[src/rtl/lbus_initiator_if.sv]
// Byte-wide local-bus initiator interface: command/response side
// plus lbus byte strobes; master = initiator, slave = host + device.
interface lbus_initiator_if;
  logic        cmd_valid;
  logic        cmd_ready;
  logic        cmd_write;
  logic [15:0] cmd_addr;
  logic [15:0] cmd_wdata;
  logic        rsp_valid;
  logic [15:0] rsp_rdata;
  logic        rsp_err;
  logic        busy;
  logic        lbus_rdy;
  logic [7:0]  lbus_wd;
  logic        lbus_we;
  logic        lbus_ful;
  logic [7:0]  lbus_rd;
  logic        lbus_re;
  logic        lbus_emp;

  modport master (
    input  cmd_valid, cmd_write,
    input  cmd_addr, cmd_wdata,
    input  lbus_rdy, lbus_ful,
    input  lbus_rd, lbus_emp,
    output cmd_ready, busy,
    output rsp_valid, rsp_rdata,
    output rsp_err,
    output lbus_wd, lbus_we,
    output lbus_re
  );

  modport slave (
    output cmd_valid, cmd_write,
    output cmd_addr, cmd_wdata,
    output lbus_rdy, lbus_ful,
    output lbus_rd, lbus_emp,
    input  cmd_ready, busy,
    input  rsp_valid, rsp_rdata,
    input  rsp_err,
    input  lbus_wd, lbus_we,
    input  lbus_re
  );
endinterface

[src/rtl/lbus_initiator.sv]
// Local-bus initiator: serialises 16-bit register commands into
// the SAKURA-G byte protocol and returns one response per command.
// Ports: clock, resetn (async, active low), bus (master modport:
//   cmd_* request, rsp_* response, busy, lbus_* byte bus).
// LBUS_TIMEOUT_EN adds a wait-state watchdog of TIMEOUT_CYCLES.
module lbus_initiator #(
  parameter int TIMEOUT_CYCLES = 4096
) (
  input  logic             clock,
  input  logic             resetn,
  lbus_initiator_if.master bus
);

  typedef enum logic [2:0] {
    IDLE,
    WR_BYTE,
    WR_GAP,
    RD_WAIT,
    RD_PULSE,
    RD_CAP,
    RESP
  } state_t;

  state_t      state, state_d;
  logic [39:0] sreg, sreg_d;
  logic [2:0]  bcnt, bcnt_d;
  logic [1:0]  rcnt, rcnt_d;
  logic        is_wr, is_wr_d;
  logic [15:0] rdata, rdata_d;
  logic        run;

  logic [7:0]  wd, wd_d;
  logic        we, we_d;
  logic        re, re_d;
  logic        rvalid, rvalid_d;
  logic [15:0] rrdata, rrdata_d;
  logic        rerr, rerr_d;

  logic        accept;
  logic        tmo;

  // run keeps cmd_ready low while resetn is (or was just) low
  assign bus.cmd_ready = run && (state == IDLE)
                      && bus.lbus_rdy;
  assign accept = bus.cmd_ready && bus.cmd_valid;
  assign bus.busy = (state != IDLE);

  assign bus.lbus_wd   = wd;
  assign bus.lbus_we   = we;
  assign bus.lbus_re   = re;
  assign bus.rsp_valid = rvalid;
  assign bus.rsp_rdata = rrdata;
  assign bus.rsp_err   = rerr;

`ifdef LBUS_TIMEOUT_EN
  localparam int WW = $clog2(TIMEOUT_CYCLES + 1);

  logic [WW-1:0] wcnt, wcnt_d;
  logic          waiting;

  assign waiting =
    ((state == WR_BYTE) && bus.lbus_ful) ||
    ((state == RD_WAIT) && bus.lbus_emp);

  // fires on the edge where the count would reach the limit
  assign tmo = waiting &&
    (wcnt == WW'(TIMEOUT_CYCLES - 1));

  always_comb begin
    wcnt_d = wcnt;
    if (state_d != state)
      wcnt_d = '0;
    else if (waiting)
      wcnt_d = wcnt + 1'b1;
  end

  always_ff @(posedge clock or negedge resetn) begin
    if (!resetn)
      wcnt <= '0;
    else
      wcnt <= wcnt_d;
  end
`else
  assign tmo = 1'b0;
`endif

  always_comb begin
    state_d = state;
    sreg_d  = sreg;
    bcnt_d  = bcnt;
    rcnt_d  = rcnt;
    is_wr_d = is_wr;
    rdata_d = rdata;
    unique case (state)
      IDLE: begin
        if (accept) begin
          sreg_d  = {7'd0, bus.cmd_write,
                     bus.cmd_addr, bus.cmd_wdata};
          bcnt_d  = bus.cmd_write ? 3'd5 : 3'd3;
          is_wr_d = bus.cmd_write;
          rdata_d = '0;
          state_d = WR_BYTE;
        end
      end
      WR_BYTE: begin
        if (!bus.lbus_ful) begin
          sreg_d  = {sreg[31:0], 8'h00};
          bcnt_d  = bcnt - 3'd1;
          state_d = WR_GAP;
        end else if (tmo) begin
          state_d = RESP;
        end
      end
      WR_GAP: begin
        if (bcnt != 3'd0) begin
          state_d = WR_BYTE;
        end else if (is_wr) begin
          state_d = RESP;
        end else begin
          rcnt_d  = 2'd2;
          state_d = RD_WAIT;
        end
      end
      RD_WAIT: begin
        if (!bus.lbus_emp)
          state_d = RD_PULSE;
        else if (tmo)
          state_d = RESP;
      end
      RD_PULSE: state_d = RD_CAP;
      RD_CAP: begin
        rdata_d = {rdata[7:0], bus.lbus_rd};
        rcnt_d  = rcnt - 2'd1;
        state_d = (rcnt == 2'd1) ? RESP : RD_WAIT;
      end
      RESP:    state_d = IDLE;
      default: state_d = IDLE;
    endcase

    // strobes and response are registered from the
    // transition taken on this edge
    we_d     = (state == WR_BYTE) && !bus.lbus_ful;
    wd_d     = we_d ? sreg[39:32] : wd;
    re_d     = (state_d == RD_PULSE);
    rvalid_d = (state_d == RESP);
    rerr_d   = tmo;
    rrdata_d = (rvalid_d && !is_wr && !tmo)
             ? rdata_d : 16'h0000;
  end

  always_ff @(posedge clock or negedge resetn) begin
    if (!resetn) begin
      state  <= IDLE;
      sreg   <= '0;
      bcnt   <= '0;
      rcnt   <= '0;
      is_wr  <= 1'b0;
      rdata  <= '0;
      run    <= 1'b0;
      wd     <= '0;
      we     <= 1'b0;
      re     <= 1'b0;
      rvalid <= 1'b0;
      rrdata <= '0;
      rerr   <= 1'b0;
    end else begin
      state  <= state_d;
      sreg   <= sreg_d;
      bcnt   <= bcnt_d;
      rcnt   <= rcnt_d;
      is_wr  <= is_wr_d;
      rdata  <= rdata_d;
      run    <= 1'b1;
      wd     <= wd_d;
      we     <= we_d;
      re     <= re_d;
      rvalid <= rvalid_d;
      rrdata <= rrdata_d;
      rerr   <= rerr_d;
    end
  end

endmodule

[src/flat_wrapper.sv]
// flat-port wrapper written by rule: the top's interface ports become plain ports
module lbus_initiator_flat 
#(
  parameter int TIMEOUT_CYCLES = 4096
)
  (clock, resetn, bus_cmd_valid, bus_cmd_write, bus_cmd_addr, bus_cmd_wdata, bus_lbus_rdy, bus_lbus_ful, bus_lbus_rd, bus_lbus_emp, bus_cmd_ready, bus_busy, bus_rsp_valid, bus_rsp_rdata, bus_rsp_err, bus_lbus_wd, bus_lbus_we, bus_lbus_re);
  lbus_initiator_if bus_i ();
  input  logic clock;
  input  logic resetn;
  input wire logic [$bits(bus_i.cmd_valid)-1:0] bus_cmd_valid;
  input wire logic [$bits(bus_i.cmd_write)-1:0] bus_cmd_write;
  input wire logic [$bits(bus_i.cmd_addr)-1:0] bus_cmd_addr;
  input wire logic [$bits(bus_i.cmd_wdata)-1:0] bus_cmd_wdata;
  input wire logic [$bits(bus_i.lbus_rdy)-1:0] bus_lbus_rdy;
  input wire logic [$bits(bus_i.lbus_ful)-1:0] bus_lbus_ful;
  input wire logic [$bits(bus_i.lbus_rd)-1:0] bus_lbus_rd;
  input wire logic [$bits(bus_i.lbus_emp)-1:0] bus_lbus_emp;
  output wire logic [$bits(bus_i.cmd_ready)-1:0] bus_cmd_ready;
  output wire logic [$bits(bus_i.busy)-1:0] bus_busy;
  output wire logic [$bits(bus_i.rsp_valid)-1:0] bus_rsp_valid;
  output wire logic [$bits(bus_i.rsp_rdata)-1:0] bus_rsp_rdata;
  output wire logic [$bits(bus_i.rsp_err)-1:0] bus_rsp_err;
  output wire logic [$bits(bus_i.lbus_wd)-1:0] bus_lbus_wd;
  output wire logic [$bits(bus_i.lbus_we)-1:0] bus_lbus_we;
  output wire logic [$bits(bus_i.lbus_re)-1:0] bus_lbus_re;
  assign bus_i.cmd_valid = bus_cmd_valid;
  assign bus_i.cmd_write = bus_cmd_write;
  assign bus_i.cmd_addr = bus_cmd_addr;
  assign bus_i.cmd_wdata = bus_cmd_wdata;
  assign bus_i.lbus_rdy = bus_lbus_rdy;
  assign bus_i.lbus_ful = bus_lbus_ful;
  assign bus_i.lbus_rd = bus_lbus_rd;
  assign bus_i.lbus_emp = bus_lbus_emp;
  assign bus_cmd_ready = bus_i.cmd_ready;
  assign bus_busy = bus_i.busy;
  assign bus_rsp_valid = bus_i.rsp_valid;
  assign bus_rsp_rdata = bus_i.rsp_rdata;
  assign bus_rsp_err = bus_i.rsp_err;
  assign bus_lbus_wd = bus_i.lbus_wd;
  assign bus_lbus_we = bus_i.lbus_we;
  assign bus_lbus_re = bus_i.lbus_re;
  lbus_initiator #(.TIMEOUT_CYCLES(TIMEOUT_CYCLES)) u_core (.clock(clock), .resetn(resetn), .bus(bus_i));
endmodule
[config.mk]
export PLATFORM = sky130hd
export DESIGN_NAME = lbus_initiator_flat
export DESIGN_NICKNAME = d
export VERILOG_FILES = /design/src/rtl/lbus_initiator_if.sv /design/src/rtl/lbus_initiator.sv /design/src/flat_wrapper.sv
export SDC_FILE = /design/constraint.sdc
export NUM_CORES = 1
export LEC_CHECK = 0
export BUFFER_PORTS_ARGS = -buffer_cell sky130_fd_sc_hd__buf_4
export CAP_MARGIN = 20
export CORE_MARGIN = 10
export CORE_UTILIZATION = 45
export DETAILED_ROUTE_END_ITERATION = 7
export PLACE_DENSITY_LB_ADDON = 0.15
export REMOVE_ABC_BUFFERS = 1
export SETUP_SLACK_MARGIN = 0.05
export SYNTH_ARGS = -nofsm -noshare
export SYNTH_HDL_FRONTEND = slang
export SYNTH_SLANG_ARGS = --single-unit
[constraint.sdc]
create_clock -name clock -period 3.1 [get_ports clock]
set_input_delay 0.775 -clock clock [delete_from_list [all_inputs] [get_ports clock]]
set_output_delay 0.775 -clock clock [all_outputs]
set_load 0.01 [all_outputs]
### Word-level counts from Yosys, hierarchy flattened

Cells that the tools add are included.
Widths: inputs -> output; s select.

* $add $sub $neg: 2
* equal/unequal tests: 12
* muxes and demuxes: 20
* reductions and logical operators: 15

Operators with widths (number)
* $mux 40: 2
* $pmux 40 s2: 1
* $mux 16: 2
* $pmux 16 s2: 1
* $mux 3: 9
* $pmux 3 s6: 1
* $eq 3x3->1 const B: 4
* $eq 3x2->1 const B: 2
* $ne 2x2->1 const B: 3
* $pmux 3 s2: 1
* $reduce_and 3->1: 2
* $reduce_bool 3->1: 2
* $logic_and 1x1->1: 5
* $mux 2: 2
* $pmux 2 s2: 1
* $reduce_bool 2->1: 2
* $eq 3x1->1 const B: 1
* $logic_not 3->1: 1
* $sub 3x1->3 const B: 1
* $eq 2x1->1 const B: 1
* $logic_not 1->1: 2
* $ne 2x1->1 const B: 1
* $reduce_and 2->1: 1
* $sub 2x1->2 const B: 1

* bits in registers: 93
* input bits: 47
* output and inout bits: 30
* word-level logic and storage cells: 61

### Logic depth before layout (Yosys ltp)

* word-level depth: 9
* depth in mapped cells: 7
* mapped depth without buffers: 5

### Worst setup path after synthesis

Ideal clock, no wire load.

* path kind: flip-flop to output port
* start: reg u_core.state[0]
* end: out bus_cmd_ready
* arrival: 1.261 ns
* required time: 2.325 ns
* setup slack: 1.064 ns
* stages on the path, launching flop included: 4
* buffers on the path: 1
* cells stage by stage: dfrtp_1 nor3_2 clkbuf_1 and3_1

* longest elaborated chain between the ends: 3

Ends and longest elaborated chain
* from (decl): RTL line lbus_initiator.sv:24 `state_t state, state_d;`
* from (signal assigned): RTL line lbus_initiator.sv:167 `state <= state_d;`
* $logic_not 3->1: RTL line lbus_initiator.sv:43 `assign bus.cmd_ready = run && (state == IDLE)`
* $logic_and 1x1->1: RTL line lbus_initiator.sv:43
* $logic_and 1x1->1: RTL line lbus_initiator.sv:44 `&& bus.lbus_rdy;`
* to (decl): RTL line flat_wrapper.sv:18 `output wire logic [$bits(bus_i.cmd_ready)-1:0] bus_cmd_ready;`

No other way between the ends.

### Worst setup path in the final report

Ends and elaborated chain as after synthesis.

==> results.ini <==
[clock_network]
clock_sinks = 85
cts_max_level = 3
ctsHoldBuffers = 0
cts_tree = yes
numCtsBuffers = 9
cts-root-buf = clkbuf_8
cts-resized-gates = 0
clockBufferDepth = 2
path_clk_slew_ns = 0.09
post-cts-setup-buffers = 0
clk_latency_ns = 0.35

[sta]
period_needed_ns = 2.47
skew_ns = 0.00707
fmax_ghz = 0.406
slew_headroom_pct = 45.1
tightestPinTransition_ns = 0.822
fin_tns_setup_ns = 0
rsz0062_at_grt = no
slew_viol_final = 0
hold_viol_final = 0
period_share_pct = 79.5
finalSetupViolCount = 0

[grt]
grt_max_degree = 86
grt_pass1_wl_um = 12400
first_global_vias = 2449
track_usage_pct = 13.2
grt-ovfl-total = 0
antenna_found_initial = 0

[worst_setup_path]
critPathArrivalTime_ns = 1.69
cp_slowest_cell = dfrtp_1
cp-end-kind = primary output
crit_chain = nor3_2 > and3_1 > buf_4
crit_buf_inv = 1
path_max_fanout = 15
cp_top_family = simple AND/OR/NAND/NOR gates
start_kind = flop
cp_data_required_time_ns = 2.32
worst-setup-path-type = flop to primary output
critical_path.max_stage_delay_ns = 0.53

[power_and_ir_drop]
peakVddDrop_uv = 417
p_comb_share_pct = 29.8
seqPwrFrac_pct = 45.6
p_int_mw = 2.69
leakage_nw = 2.12
switching_share_pct = 30.4
power.total_mw = 3.87
power_per_cell_area_nw_per_um2 = 873
p_switching_mw = 1.17
clkPwrFrac_pct = 24.6

[yosys]
synth_top_area_share_pct = 59.6
ys_top_cells_by_area = dfrtp_1 (60%), o221a_2 (7.3%), nand2_1 (5.6%)
synthXorXnorAreaFrac_pct = 0.246
synth_compound_area_share_pct = 16.0
synth_top_family_by_area = simple AND/OR/NAND/NOR gates
synth_top_area_cell = dfrtp_1
ys_warn_count = 0
synth_edf_count = 0
synthAdderAreaFrac_pct = 1.05
muxShareOfSynthArea_pct = 0.631
synth_area_sq_um = 3570
netlist_instances = 317
yosysMostFrequentCell = dfrtp_1
ys_async_sr_fraction_pct = 100
ys.flop_type = dfrtp_1
ys_types = 45
ys_top_cells_by_count = dfrtp_1 (85), nand2_1 (53), nand2b_1 (25)
syn_avg_cell_area_sq_um = 11.3
yosys.area_share.simple_pct = 17.5
ys_seq_area_share_pct = 59.6
ys_ff_latch = 85

[routing]
final_antenna_net_count = 0
drcViolationCount = 0
via_count = 2509
wl_per_cell_um = 15.9
drt-total-wl_um = 7810
vias_per_cell = 5.12
initialDrtViolationCount = 84
dr.pass1.iters = 4

[layout]
area_delta_synth_final_pct = 24.1
layout-drive-gt1-share_pct = 32.2
nNetsFinal = 433
diodes = 0
final.fill_count = 689
layoutNonFillerInstCount = 490

[die]
ios = 77
die-area_sq_um = 11900
fp.dieH_um = 109
initial_core_util_pct = 46.2
core-area_sq_um = 7730
rows = 32
die_x_um = 109

[placed_design]
portBuffers = 75
gp_congestion = 0.792
placed_cells = 473
hpwl_um = 5190

[outcome]
outcome = complete, no violations

[hold_path]
hp-class = input pin to async pin

[run]
maxCapViolCount = 0

==> sequential cells by signal, indices dropped and copies added (netlist names), 2 cells and up <==
signal                flops
u_core.bus.lbus_wd        8
u_core.state              3
u_core.rcnt               2
u_core.sreg              40
u_core.bcnt               3
u_core.bus.rsp_rdata     16
u_core.rdata              8
==> cells by family (layout without fill, tap and decap cells) <==
| logic type | Yosys count | count (layout) |
|---|---|---|
| and+or+nand+nor | 121 | 121 |
| DFF | 85 | 85 |
| AOI/OAI and AO/OA | 70 | 70 |
| buffers and inverters | 33 | 104 |
| adders and majority gates | 3 | 3 |
| other | 2 | 2 |
| muxes | 2 | 2 |
| xor gates and xnor gates | 1 | 1 |
==> worst register-to-register path, cell delays in order (launching register included) <==
cell and delay (ns):
dfrtp_1 0.53, nor3_2 0.47, buf_4 0.27, nand2_1 0.48, o221a_2 0.50
==> worst paths after layout <==
path / from / to / slack (ns) / depth (start not counted)
setup / recovery: u_core.state[0] / bus_cmd_ready / 0.63 / 3
hold / removal: resetn / u_core.sreg[39] / 0.25 / 1
setup reg to reg: u_core.state[0] / u_core.sreg[27] / 0.74 / 4
hold reg to reg: u_core.sreg[38] / u_core.bus.lbus_wd[6] / 0.47 / 2
max in group asynchronous: resetn / u_core.bus.rsp_rdata[11] / 2.26 / 2
min in group clock: u_core.sreg[38] / u_core.bus.lbus_wd[6] / 0.47 / 2
==> metrics by stage <==
stage | setup slack (ns) | hold slack [ns] | utilization [%] | instance area, sq um
3_3_place_gp | 0.555 | 0.448 | 53.8 | 4150
5_1_grt | 0.494 | 0.248 | 57.3 | 4430
4_1_cts | 0.614 | 0.473 | 56.9 | 4400
2_1_floorplan | 0.570 | 0.439 | - | 3430
3_5_place_dp | 0.543 | 0.454 | 53.8 | 4150
6_report | 0.635 | 0.254 | 57.3 | 4430
==> cells in the final DEF (no fill, tap or decap), types with 2 or more instances in the layout <==
cell type  Yosys  final
a21oi_1        6      6
a22o_1         8      8
and2_1        16     16
and3_1         3      3
and3b_1        3      3
buf_4          4     79
bufinv_16      0      3
clkbuf_8       0     10
clkinv_2       0      2
conb_1         2      2
dfrtp_1       85     85
ha_1           3      3
inv_1          7      7
mux2_2         2      2
nand2_1       53     53
nand2b_1      25     25
nand3_1        8      8
nor2_1         4      4
nor3_1         2      2
o211ai_1       2      2
o21ai_0       15     15
o21ai_1        3      3
o221a_2       23     23
o22ai_1        2      2
==> power by group through the flow <==
stage / registers [mW] / logic [mW] / clock network (mW)
2_1_floorplan: 1.74 / 0.789 / 0
3_3_place_gp: 1.77 / 1.13 / 0
3_5_place_dp: 1.78 / 1.17 / 0
4_1_cts: 1.76 / 1.17 / 0.973
5_1_grt: 1.82 / 1.29 / 1.02
6_report: 1.76 / 1.15 / 0.951
==> routing by layer <==
metal / vias to the layer above / GRT usage (%) / share of wire [%]
li1: 1228 / - / -
met1: 1219 / 16.8 / 44
met2: 52 / 20.7 / 49
met3: 10 / 3.83 / 5.6
met4: 0 / 5.08 / 1.2
met5: - / 0 / 0
==> cell type report <==
| cell class | count | area (sq um) | area share, % |
|---|---|---|---|
| clock buffer | 10 | 138 | 3.11 |
| sequential | 85 | 2130 | 48.0 |
| timing repair buffer | 80 | 621 | 14.0 |
| inverter | 8 | 35.0 | 0.791 |
| clock inverter | 6 | 109 | 2.46 |
| tap | 102 | 128 | 2.88 |
| multi-input combinational | 199 | 1270 | 28.7 |
Power figures use the tool's default switching activity.
